$ cat src/rtl/calc_pkg.sv
// Types shared by the op sequencer and the calculator chip: opcode encoding,
// sequencer FSM states and the debug view exported by the sequencer.
package calc_pkg;

   typedef enum logic [1:0] {
      CALC_ADD      = 2'b00,
      CALC_SUBTRACT = 2'b01,
      CALC_OR       = 2'b10,
      CALC_EQUALS   = 2'b11
   } calc_op_t;

   typedef enum logic [1:0] {
      S_IDLE,
      S_ISSUE,
      S_WAIT,
      S_RESP
   } seq_state_t;

   localparam int CMD_W = 10;

   // count is wide enough for the largest supported FIFO (16 entries)
   typedef struct packed {
      seq_state_t  state;
      logic [4:0]  count;
   } seq_dbg_t;

   function automatic logic [CMD_W-1:0] pack_cmd(calc_op_t op, logic [7:0] num);
      return {op, num};
   endfunction

endpackage

$ cat src/rtl/cmd_fifo.sv
// Command FIFO holding {op,num} entries; DEPTH must be a power of two so the
// pointers wrap naturally.
module cmd_fifo
   import calc_pkg::*;
#(
   parameter int DEPTH = 4
) (
   input  logic                     clk,
   input  logic                     rst,
   input  logic                     push,
   input  logic                     pop,
   input  logic [CMD_W-1:0]         wdata,
   output logic [CMD_W-1:0]         rdata,
   output logic [$clog2(DEPTH):0]   count,
   output logic                     full,
   output logic                     empty
);

   localparam int AW = $clog2(DEPTH);

   logic [CMD_W-1:0] mem [DEPTH];
   logic [AW-1:0]    wr_ptr;
   logic [AW-1:0]    rd_ptr;

   always_ff @(posedge clk) begin
      if (rst) begin
         wr_ptr <= '0;
         rd_ptr <= '0;
         count  <= '0;
      end else begin
         if (push) wr_ptr <= wr_ptr + 1'b1;
         if (pop)  rd_ptr <= rd_ptr + 1'b1;
         case ({push, pop})
            2'b10:   count <= count + 1'b1;
            2'b01:   count <= count - 1'b1;
            default: count <= count;
         endcase
      end
   end

   // storage needs no reset: an entry is only read after it was written
   always_ff @(posedge clk) begin
      if (push) mem[wr_ptr] <= wdata;
   end

   assign rdata = mem[rd_ptr];
   assign full  = (count == (AW+1)'(DEPTH));
   assign empty = (count == '0);

endmodule

$ cat src/rtl/calc_op_sequencer.sv
// Queues calculator commands and plays them one at a time into the calculator,
// returning each NumOut sample as a response.
// Handshakes: a transfer happens on a posedge where valid && ready; the
// producer holds data stable while valid && !ready.
module calc_op_sequencer
   import calc_pkg::*;
#(
   parameter int DEPTH      = 4,
   parameter int RESULT_LAT = 2
) (
   input  logic       clk,
   input  logic       rst,
   input  logic       cmd_valid,
   output logic       cmd_ready,
   input  calc_op_t   cmd_op,
   input  logic [7:0] cmd_num,
   output logic       rsp_valid,
   input  logic       rsp_ready,
   output logic [7:0] rsp_data,
   output logic [7:0] calc_num,
   output calc_op_t   calc_op,
   output logic       calc_enter,
   input  logic [7:0] calc_result,
   output logic       busy,
   output seq_dbg_t   dbg
);

   localparam logic [3:0] LAST_WAIT = 4'(RESULT_LAT - 1);

   seq_state_t              state;
   seq_state_t              state_next;
   logic [3:0]              wait_cnt;
   logic [3:0]              wait_next;
   logic                    load_cmd;
   logic                    pop;
   logic                    capture;
   logic                    push;
   logic [CMD_W-1:0]        head;
   logic [$clog2(DEPTH):0]  fifo_count;
   logic                    full;
   logic                    empty;

   assign cmd_ready = !full;
   assign push      = cmd_valid && cmd_ready;

   cmd_fifo #(.DEPTH(DEPTH)) u_fifo (
      .clk   (clk),
      .rst   (rst),
      .push  (push),
      .pop   (pop),
      .wdata (pack_cmd(cmd_op, cmd_num)),
      .rdata (head),
      .count (fifo_count),
      .full  (full),
      .empty (empty)
   );

   // The head is latched on the IDLE->ISSUE edge so the calculator inputs are
   // already valid during the ISSUE cycle that pops the entry.
   always_ff @(posedge clk) begin
      if (rst) begin
         state      <= S_IDLE;
         wait_cnt   <= '0;
         calc_num   <= '0;
         calc_op    <= CALC_ADD;
         calc_enter <= 1'b0;
         rsp_data   <= '0;
      end else begin
         state      <= state_next;
         wait_cnt   <= wait_next;
         calc_enter <= load_cmd;
         if (load_cmd) begin
            calc_op  <= calc_op_t'(head[9:8]);
            calc_num <= head[7:0];
         end
         if (capture) rsp_data <= calc_result;
      end
   end

   always_comb begin
      state_next = state;
      wait_next  = wait_cnt;
      load_cmd   = 1'b0;
      pop        = 1'b0;
      capture    = 1'b0;
      case (state)
         S_IDLE: begin
            if (!empty) begin
               load_cmd   = 1'b1;
               state_next = S_ISSUE;
            end
         end
         S_ISSUE: begin
            pop        = 1'b1;
            wait_next  = '0;
            state_next = S_WAIT;
         end
         S_WAIT: begin
            if (wait_cnt == LAST_WAIT) begin
               capture    = 1'b1;
               state_next = S_RESP;
            end else begin
               wait_next = wait_cnt + 1'b1;
            end
         end
         S_RESP: begin
            if (rsp_ready) state_next = S_IDLE;
         end
         default: state_next = S_IDLE;
      endcase
   end

   assign rsp_valid = (state == S_RESP);
   assign busy      = (state != S_IDLE) || !empty;
   assign dbg.state = state;
   assign dbg.count = 5'(fifo_count);

endmodule
$ cat config.mk
export PLATFORM = sky130hd
export DESIGN_NAME = calc_op_sequencer
export DESIGN_NICKNAME = d
export VERILOG_FILES = /design/src/rtl/calc_pkg.sv /design/src/rtl/cmd_fifo.sv /design/src/rtl/calc_op_sequencer.sv
export SDC_FILE = /design/constraint.sdc
export NUM_CORES = 1
export LEC_CHECK = 0
export ABC_AREA = 1
export ABC_CLOCK_PERIOD_IN_PS = 2000
export BUFFER_PORTS_ARGS = -buffer_cell sky130_fd_sc_hd__buf_4
export CAP_MARGIN = 20
export CELL_PAD_IN_SITES_DETAIL_PLACEMENT = 1
export CELL_PAD_IN_SITES_GLOBAL_PLACEMENT = 2
export CORE_MARGIN = 2
export CORE_UTILIZATION = 25
export DETAILED_ROUTE_END_ITERATION = 12
export PLACE_DENSITY = 0.69
export SLEW_MARGIN = 20
export SYNTH_ARGS = -nofsm -noshare
export SYNTH_HDL_FRONTEND = slang
export SYNTH_HIERARCHICAL = 1
export SYNTH_SLANG_ARGS = --single-unit
$ cat constraint.sdc
create_clock -name clk -period 2 [get_ports clk]
set_input_delay 0.1 -clock clk [delete_from_list [all_inputs] [get_ports clk]]
set_output_delay 0.1 -clock clk [all_outputs]
set_load 0.01 [all_outputs]
==> impl_metrics.csv, run 1 <==
group,metric,value,unit
setup_path,crit_path_start_kind,"flip-flop",
floorplanning,die_h,115,um
grt,grtUsageTotal,10.9,%
setup_path,cp.arrival,2.05,ns
cells_and_area,final_cells,521,
setup_path,rrSetupSlack,0.22,ns
setup_path,crit_path_cell_trace,"nor3_2 > nor2_1 > inv_2 > ha_1 > inv_1 > fa_1 > nand2_1 > nand3_1 > nand2_1 > inv_1 > nor2_1",
placement,place.gp.congestion,0.697,
detailed_routing,viasPerCell,4.35,
logic_synthesis,synth.distinct_cells,25,
detailed_routing,dr.pass1.iters,4,
cells_and_area,nFillCells,1366,
sta,finalSetupViolations,0,
setup_path,reg2reg_to,"u_fifo/count[2]",
sta,relSlewSlack,55.4,%
setup_path,critical_path_class,"flip-flop to flip-flop",
cts,numCtsBuffers,9,
floorplanning,core_region_area,12000,um2
grt,grt.overflow.total,0,
cts,clock-root-buffer,"clkbuf_16",
cells_and_area,drive_gt1_share,20.6,%
placement,hpwl,4720,um
outcome,status,"finished, final reports clean",
logic_synthesis,ys_warn_count,6,
pwr,powerDensity,1270,nW/um2
grt,antenna_found_initial,0,
sta,final.min_clock_period,1.78,ns
setup_path,cp_slowest_cell,"fa_1",
detailed_routing,drc_errors,0,
cells_and_area,seq_area,1880,um2
grt,grt_pass1_wl,10900,um
cts,clock-sinks,74,
min_path,holdPathEnd,"rsp_data[5]",
sta,finalCritPeriodShare,88.9,%
cells_and_area,insertedDiodeCount,0,
detailed_routing,ant_nets,0,
cts,clock_latency,0.34,ns
min_path,min_path_cells,3,
logic_synthesis,syn_inst,305,
run,maxCapViolations,0,
setup_path,worst-endpoint-required,2.28,ns
placement,dp_cells,494,
setup_path,slowest_delay,0.37,ns
sta,hold_viol,0,
logic_synthesis,ys_seq_area_share,61.3,%
detailed_routing,wl,6880,um
detailed_routing,wl_per_cell,13.2,um
setup_path,end_kind,"flip-flop",
cts,clk_pin_slew,0.06,ns
min_path,min_from,"calc_result[5]",
setup_path,regToRegStartpoint,"u_fifo/count[0]",
setup_path,cp_max_fo,5,
cts,cts_buffer_depth,2,
detailed_routing,vias,2268,
grt,grt_max_degree,23,
floorplanning,num_rows,40,
logic_synthesis,synthTopCellsByArea,"edfxtp_1, dfxtp_1, nor2_1",
sta,fin_worst_skew,0.00696,ns
sta,rsz0062_at_grt,"false",
logic_synthesis,syn-cell-area,3070,um2
sta,max_slew.worst_pin.slew,0.669,ns
cells_and_area,syn2layout_area_growth,29.8,%
sta,maxSlewViolCount,0,
pwr,ir_drop,0.406,mV
floorplanning,dieArea,13200,um2
detailed_routing,drt_iter0_markers,64,
cells_and_area,multi_input_area,946,um2
logic_synthesis,synth_seq_cells,74,
logic_synthesis,synth_area_leader_cell,"edfxtp_1",
sta,fmaxAchievable,563,MHz
pwr,leakage,0.00164,uW
grt,grt_pass1_vias,2220,
logic_synthesis,synth_top_area_share,39.1,%
cells_and_area,layout_common_cells,"nor2_1, buf_4, edfxtp_1",
setup_path,reg2reg_depth,11,
floorplanning,die_x,115,um
min_path,hp-class,"primary input to flip-flop",
cts,post_cts_buffers,0,
logic_synthesis,syn_avg_cell_area,10.1,um2
cells_and_area,nets,404,
floorplanning,top_level_ports,51,
setup_path,crit_path_start,"u_fifo/count[0]",
sta,setup_tns,0,ns
cts,h-tree-depth,3,
placement,port-buffer-count,48,
cts,cts_tree,"built",
floorplanning,start_util,25.6,%
cell type report:
type,count,share of cell area (%)
Multi-Input combinational cell,179,23.7
Clock inverter,7,2.07
Timing Repair Buffer,65,12.9
Inverter,40,3.77
Sequential cell,74,47.2
Clock buffer,9,5.65
Tap cell,147,4.62
routing by layer:
metal / share of wire, % / GRT usage, %
met5: 0 / 0
met4: 2.4 / 6.02
met3: 4.0 / 2.21
met2: 49 / 18.4
met1: 45 / 12.9
cells by family (layout without fill, tap and decap cells):
kind of cell               after synthesis  count (layout)  synth area share (%)
other                                    1               2                 0.122
buffers and inverters                   53             121                  8.19
and+or+nand+nor                         93              93                  12.8
adders and majority gates               13              13                  5.54
DFF                                     74              74                  61.3
AOI/OAI and AO/OA                       71              71                  12.1
state kept, by name, summed over array words and instances (netlist names), named ones only:
register / count
calc_op: 2
rsp_data: 8
calc_num: 8
wait_cnt: 4
calc_enter: 1
u_fifo/count: 3
state: 2
u_fifo/wr_ptr: 2
u_fifo/rd_ptr: 2
u_fifo/mem: 40
report_power, final:
part           switching (uW)  total (uW)  internal, uW
Clock                     662        1650           987
Combinational             876        1450           573
Sequential                120        1960          1840
per-stage QoR:
step | total power, uW | hold WS [ns] | setup slack, ns | instance area, um2 | util (%)
5_1_grt | 5410 | 0.0588 | 0.0191 | 3990 | 33.2
2_1_floorplan | 2910 | 0.169 | 0.192 | 3070 | -
4_1_cts | 5140 | 0.0242 | 0.128 | 3980 | 33.1
3_3_place_gp | 3420 | 0.301 | 0.194 | 3560 | 29.7
3_5_place_dp | 3450 | 0.301 | 0.149 | 3560 | 29.7
6_report | 5060 | 0.0377 | 0.223 | 3990 | 33.2
critical path, delay by kind of cell (launching register included):
kind          cells  cell delay (ns)
simple gates      6             0.66
flops             1             0.34
buf+inv           3             0.19
fa+ha+maj         2             0.53
synthesized netlist by cell type:
cell      instances
conb_1            1
nand3_4           1
o22ai_1          10
nand2_2           1
dfxtp_1          34
o21ai_1          23
nand3b_1          2
edfxtp_1         40
buf_4             4
nor2_1           54
ha_1             12
inv_2             2
or2_1             1
nor2_2            1
a21oi_1          17
o21ai_2           1
nor3_1            2
clkbuf_1          4
nand3_1           5
fa_1              1
o21ai_0          20
buf_6             5
nand2_1          24
nand4_1           2
inv_1            38
worst max-delay path by stage:
| stage | slack, ns | to |
|---|---|---|
| after global routing | 0.02 | u_fifo/count[2] |
| after detailed placement | 0.15 | u_fifo/count[2] |
| after floorplan | 0.19 | u_fifo/count[2] |
| after CTS | 0.13 | u_fifo/count[2] |
| final | 0.22 | u_fifo/count[2] |
| after global placement | 0.19 | u_fifo/count[2] |
timing repair:
item,4_1_cts,5_1_grt
hold buffers,11,0
endpoints found under the hold margin,43,0
resized for setup,0,1
setup endpoints to repair,0,1
(Power assumes the default switching activity.)
==> run 2: changes to the inputs <==
Settings changed: CORE_UTILIZATION 25 to 35, PLACE_DENSITY 0.69 to 0.89.
==> impl_metrics.csv, run 2 (same netlist as run 1, synthesis figures left out) <==
group,metric,value,unit
grt,grt.overflow.total,0,
sta,final.min_clock_period,1.80,ns
placement,hpwl,4540,um
cells_and_area,drive_gt1_share,20.2,%
cells_and_area,regMostFlops,"u_fifo/mem",
detailed_routing,viasPerCell,4.68,
cells_and_area,insertedDiodeCount,0,
setup_path,cp_max_fo,5,
grt,grt_pass1_wl,10600,um
detailed_routing,dr.pass1.iters,4,
outcome,status,"finished, final reports clean",
pwr,ir_drop,0.448,mV
sta,max_slew.worst_pin.slew,0.566,ns
detailed_routing,vias,2244,
floorplanning,die_h,97.7,um
setup_path,critical_path_class,"flip-flop to flip-flop",
floorplanning,top_level_ports,51,
sta,setup_tns,0,ns
cts,clock_latency,0.35,ns
cells_and_area,fin_util,44.4,%
cells_and_area,stdcell_area,3820,um2
cts,cts_tree,"built",
setup_path,end_kind,"flip-flop",
placement,port-buffer-count,48,
cts,numCtsBuffers,9,
placement,place.gp.congestion,0.732,
cts,cts_buffer_depth,2,
sta,fin_worst_skew,0.00872,ns
floorplanning,start_util,35.7,%
run,maxCapViolations,0,
sta,fmaxAchievable,554,MHz
detailed_routing,drt_iter0_markers,80,
floorplanning,dieArea,9540,um2
cts,clock-sinks,74,
setup_path,worst-endpoint-required,2.28,ns
pwr,leakage,0.00159,uW
detailed_routing,wl_per_cell,13.5,um
sta,finalCritPeriodShare,90.2,%
setup_path,crit_path_start_kind,"flip-flop",
cells_and_area,final_cells,479,
cells_and_area,reg_top3,"u_fifo/mem (40), calc_num (8), rsp_data (8)",
cells_and_area,largest_reg_flops,40,
pwr,power,4590,uW
cells_and_area,nFillCells,975,
setup_path,cp.arrival,2.08,ns
cells_and_area,syn2layout_area_growth,24.3,%
cells_and_area,layout_common_cells,"nor2_1, buf_4, edfxtp_1",
detailed_routing,drc_errors,0,
grt,grt_pass1_vias,2195,
detailed_routing,ant_nets,0,
sta,finalSetupViolations,0,
floorplanning,core_region_area,8590,um2
sta,maxSlewViolCount,0,
min_path,hp-class,"primary input to flip-flop",
sta,relSlewSlack,62.2,%
detailed_routing,wl,6450,um
cells_and_area,nets,401,
floorplanning,num_rows,34,
cts,h-tree-depth,3,
grt,antenna_found_initial,0,
cells_and_area,final_common_cell,"nor2_1",
sta,hold_viol,0,
floorplanning,die_x,97.7,um
cts,clk_pin_slew,0.09,ns
placement,dp_cells,452,
placement,place_area,3490,um2
cts,clock-root-buffer,"clkbuf_8",
grt,grtUsageTotal,14.0,%
pwr,powerDensity,1200,nW/um2
grt,grt_max_degree,23,
-- run 2: report_power, final --
| part | switching (uW) | internal, uW | total (uW) | leakage [uW] |
|---|---|---|---|---|
| registers | 136 | 1840 | 1980 | 0.000646 |
| clock network | 617 | 600 | 1220 | 0.000103 |
| logic | 854 | 541 | 1400 | 0.000838 |
-- run 2: area by class of cell --
cell class / instances / area (um2) / share of cell area [%]
timing repair buffer: 62 / 493 / 12.9
multi-input combinational: 179 / 948 / 24.9
clock buffer: 9 / 124 / 3.25
clock inverter: 7 / 83.8 / 2.20
tap: 108 / 135 / 3.54
sequential: 74 / 1880 / 49.3
inverter: 40 / 150 / 3.93
-- run 2: timing repair --
action | in CTS | in global routing
endpoints found under the setup margin | 0 | 11
hold buffers | 11 | 0
hold endpoints to repair | 43 | 0
setup buffers | 0 | 0
resized for setup | 0 | 2
-- run 2: through the flow --
stage / hold slack (ns) / setup slack (ns)
after floorplan: 0.169 / 0.192
after global placement: 0.301 / 0.197
after detailed placement: 0.303 / 0.133
after CTS: 0.00983 / 0.109
after global routing: 0.0203 / -0.00969
final: 0.0128 / 0.196
-- run 2: metal layers --
layer | vias up | track usage (%) | share of wire [%]
li1 | 1131 | - | -
met1 | 1063 | 18.5 | 47
met2 | 39 | 22.4 | 48
met3 | 11 | 2.95 | 3.1
met4 | 0 | 5.98 | 1.8
met5 | - | 0 | 0
-- run 2: worst max-delay path: stages, from the launching register on --
cell     delay [ns]
dfxtp_1        0.37
inv_1          0.08
nor3_2         0.13
nor2_1         0.09
inv_2          0.09
ha_1           0.16
inv_1          0.07
fa_1           0.37
nand2_1        0.10
nand3_1        0.08
nand2_1        0.06
inv_1          0.03
nor2_1         0.09
-- run 2: worst paths after layout --
| path | end | slack [ns] | cells after the start | start |
|---|---|---|---|---|
| setup / recovery | u_fifo/count[2] | 0.20 | 12 | u_fifo/count[2] |
| hold / removal | rsp_data[6] | 0.01 | 3 | calc_result[6] |
| setup reg to reg | u_fifo/count[2] | 0.20 | 12 | u_fifo/count[2] |
| hold reg to reg | flip-flop | 0.44 | 1 | u_fifo/rd_ptr[1] |
==> run 3: changes to the inputs <==
Settings changed: CORE_UTILIZATION 35 to 34, PLACE_DENSITY 0.89 to 0.88, SYNTH_HIERARCHICAL 1 to default.
==> impl_metrics.csv, run 3 <==
group,metric,value,unit
sta,finalCritPeriodShare,91.3,%
floorplanning,die_x,99.5,um
logic_synthesis,syn-cell-area,3100,um2
detailed_routing,viasPerCell,4.62,
detailed_routing,wl,6780,um
grt,grtUsageTotal,14.5,%
cts,clock-root-buffer,"clkbuf_8",
sta,setup_tns,0,ns
logic_synthesis,synth-edff-count,40,
cells_and_area,nets,429,
setup_path,critPathCapture,"u_fifo.count[2]",
sta,final.min_clock_period,1.83,ns
cells_and_area,final_cells,507,
cts,post_cts_buffers,0,
cells_and_area,syn2layout_area_growth,25.2,%
floorplanning,dieArea,9900,um2
setup_path,crit_path_start,"state[1]",
placement,hpwl,4760,um
logic_synthesis,synth_area_leader_cell,"edfxtp_1",
logic_synthesis,syn_inst,326,
logic_synthesis,synth_ff_type,"edfxtp_1",
grt,grt.overflow.total,0,
pwr,leakage,0.00164,uW
cells_and_area,reg_top3,"u_fifo.mem (40), calc_num (8), rsp_data (8)",
floorplanning,core_region_area,8760,um2
detailed_routing,ant_nets,0,
grt,grt_pass1_vias,2465,
cts,clk_pin_slew,0.09,ns
floorplanning,die_h,99.5,um
cts,clock-sinks,72,
setup_path,critical_path_class,"flip-flop to flip-flop",
detailed_routing,dr.pass1.iters,4,
sta,fmaxAchievable,548,MHz
sta,fin_worst_skew,0.00872,ns
sta,fin_hold_ws,0.0214,ns
logic_synthesis,synth_top_area_share,38.8,%
placement,port-buffer-count,48,
sta,finalSetupViolations,0,
logic_synthesis,yosysMostFrequentCell,"nor2_1",
detailed_routing,drc_errors,0,
outcome,status,"finished, final reports clean",
logic_synthesis,synth.distinct_cells,27,
cts,numCtsBuffers,9,
setup_path,worst-endpoint-required,2.29,ns
setup_path,cp.arrival,2.11,ns
setup_path,reg2reg_depth,9,
cts,h-tree-depth,3,
logic_synthesis,async_flop_share,0,%
setup_path,end_kind,"flip-flop",
setup_path,reg2reg_to,"u_fifo.count[2]",
floorplanning,start_util,35.4,%
grt,grt_max_degree,24,
cells_and_area,largest_reg_flops,40,
setup_path,rrSetupSlack,0.17,ns
cells_and_area,final_common_cell,"nor2_1",
cells_and_area,drive_gt1_share,20.8,%
setup_path,cp_max_fo,5,
sta,rsz0062_at_grt,"false",
floorplanning,top_level_ports,51,
run,maxCapViolations,0,
setup_path,regToRegStartpoint,"state[1]",
placement,place.gp.congestion,0.772,
logic_synthesis,syn_avg_cell_area,9.51,um2
setup_path,crit_path_start_kind,"flip-flop",
logic_synthesis,synthTopCellsByArea,"edfxtp_1, dfxtp_1, nor2_1",
grt,antenna_found_initial,0,
grt,grt_pass1_wl,11200,um
logic_synthesis,ys_top_cells_by_count,"nor2_1, nand2_1, edfxtp_1",
logic_synthesis,ys_seq_area_share,59.4,%
cells_and_area,insertedDiodeCount,0,
sta,maxSlewViolCount,0,
detailed_routing,drt_iter0_markers,45,
detailed_routing,wl_per_cell,13.4,um
logic_synthesis,ys_warn_count,0,
logic_synthesis,synth_seq_cells,72,
cts,cts_tree,"built",
pwr,powerDensity,1210,nW/um2
cells_and_area,regMostFlops,"u_fifo.mem",
cts,clock_latency,0.35,ns
cts,cts_buffer_depth,2,
floorplanning,num_rows,34,
pwr,ir_drop,0.386,mV
placement,dp_cells,480,
min_path,hp-class,"primary input to flip-flop",
cells_and_area,nFillCells,1036,
sta,hold_viol,0,
detailed_routing,vias,2341,
cells_and_area,layout_common_cells,"nor2_1, buf_4, nand2_1",
[run 3: changes by cell type after synthesis, sizes merged, moves of 2 or more]
cell | before | now
nand3b | 2 | 0
nor2 | 55 | 75
inv | 40 | 35
nor3 | 2 | 0
dfxtp | 34 | 32
o22ai | 10 | 0
o21ai | 44 | 35
nand2 | 25 | 52
[run 3: stage by stage]
step	cell area (um2)	total power, uW	setup WS (ns)	util (%)
global route	3880	5060	0.0301	44.3
finish	3880	4690	0.175	44.3
CTS	3880	4750	0.0934	44.2
detailed placement	3560	3520	0.129	40.6
global placement	3560	3440	0.263	40.6
floorplan	3100	3000	0.165	-
[run 3: what timing repair did]
action	CTS	global route
hold endpoints to repair	44	0
hold buffers	11	0
gates resized for setup	0	3
setup endpoints to repair	0	1
[run 3: how the worst min path moves through the flow]
| stage | slack, ns | cells past startpoint | to | start |
|---|---|---|---|---|
| 6_report | 0.02 | 3 | rsp_data[6] | calc_result[6] |
| 3_5_place_dp | 0.30 | 1 | u_fifo.mem[1][6] | cmd_num[6] |
| 4_1_cts | 0.02 | 3 | rsp_data[6] | calc_result[6] |
| 3_3_place_gp | 0.30 | 1 | u_fifo.mem[0][6] | cmd_num[6] |
| 5_1_grt | 0.05 | 3 | rsp_data[5] | calc_result[5] |
| 2_1_floorplan | 0.17 | 1 | wait_cnt[1] | rst |
[run 3: worst max-delay path, cell delays in order (launching register included)]
cell and delay [ns]:
dfxtp_2 0.37, inv_1 0.08, ha_1 0.21, ha_1 0.23, fa_1 0.41, nor2_1 0.13, nor2_1 0.05, nand2_1 0.08
o21ai_0 0.09, a21oi_1 0.12
[run 3: cell type report]
| type | instances | area, um2 | area share [%] |
|---|---|---|---|
| sequential | 72 | 1850 | 47.6 |
| multi-input combinational | 206 | 1010 | 26.0 |
| timing repair buffer | 69 | 546 | 14.1 |
| inverter | 36 | 135 | 3.48 |
| tap | 108 | 135 | 3.48 |
| clock buffer | 9 | 124 | 3.19 |
| clock inverter | 7 | 85.1 | 2.19 |
[run 3: cell families after synthesis]
logic type	after synthesis	synth area share, %
AO/OA/AOI/OAI	55	9.29
XOR/XNOR	1	0.283
adder cells (fa/ha/maj)	13	5.49
buffers and inverters	49	8.11
flip-flops	72	59.4
other	1	0.121
AND/OR/NAND/NOR	135	17.3
[run 3: report_power, final]
| part | internal [uW] | total, uW | leakage, uW | switching [uW] |
|---|---|---|---|---|
| clock | 602 | 1210 | 0.000100 | 606 |
| sequential | 1800 | 1920 | 0.000630 | 127 |
| combinational | 617 | 1560 | 0.000906 | 941 |
[run 3: layer usage]
layer	global-route usage (%)	vias up	share of wire [%]
li1	-	1182	-
met1	16.9	1094	43
met2	25.5	56	50
met3	3.30	9	4.8
met4	6.32	0	1.6
met5	0	-	0
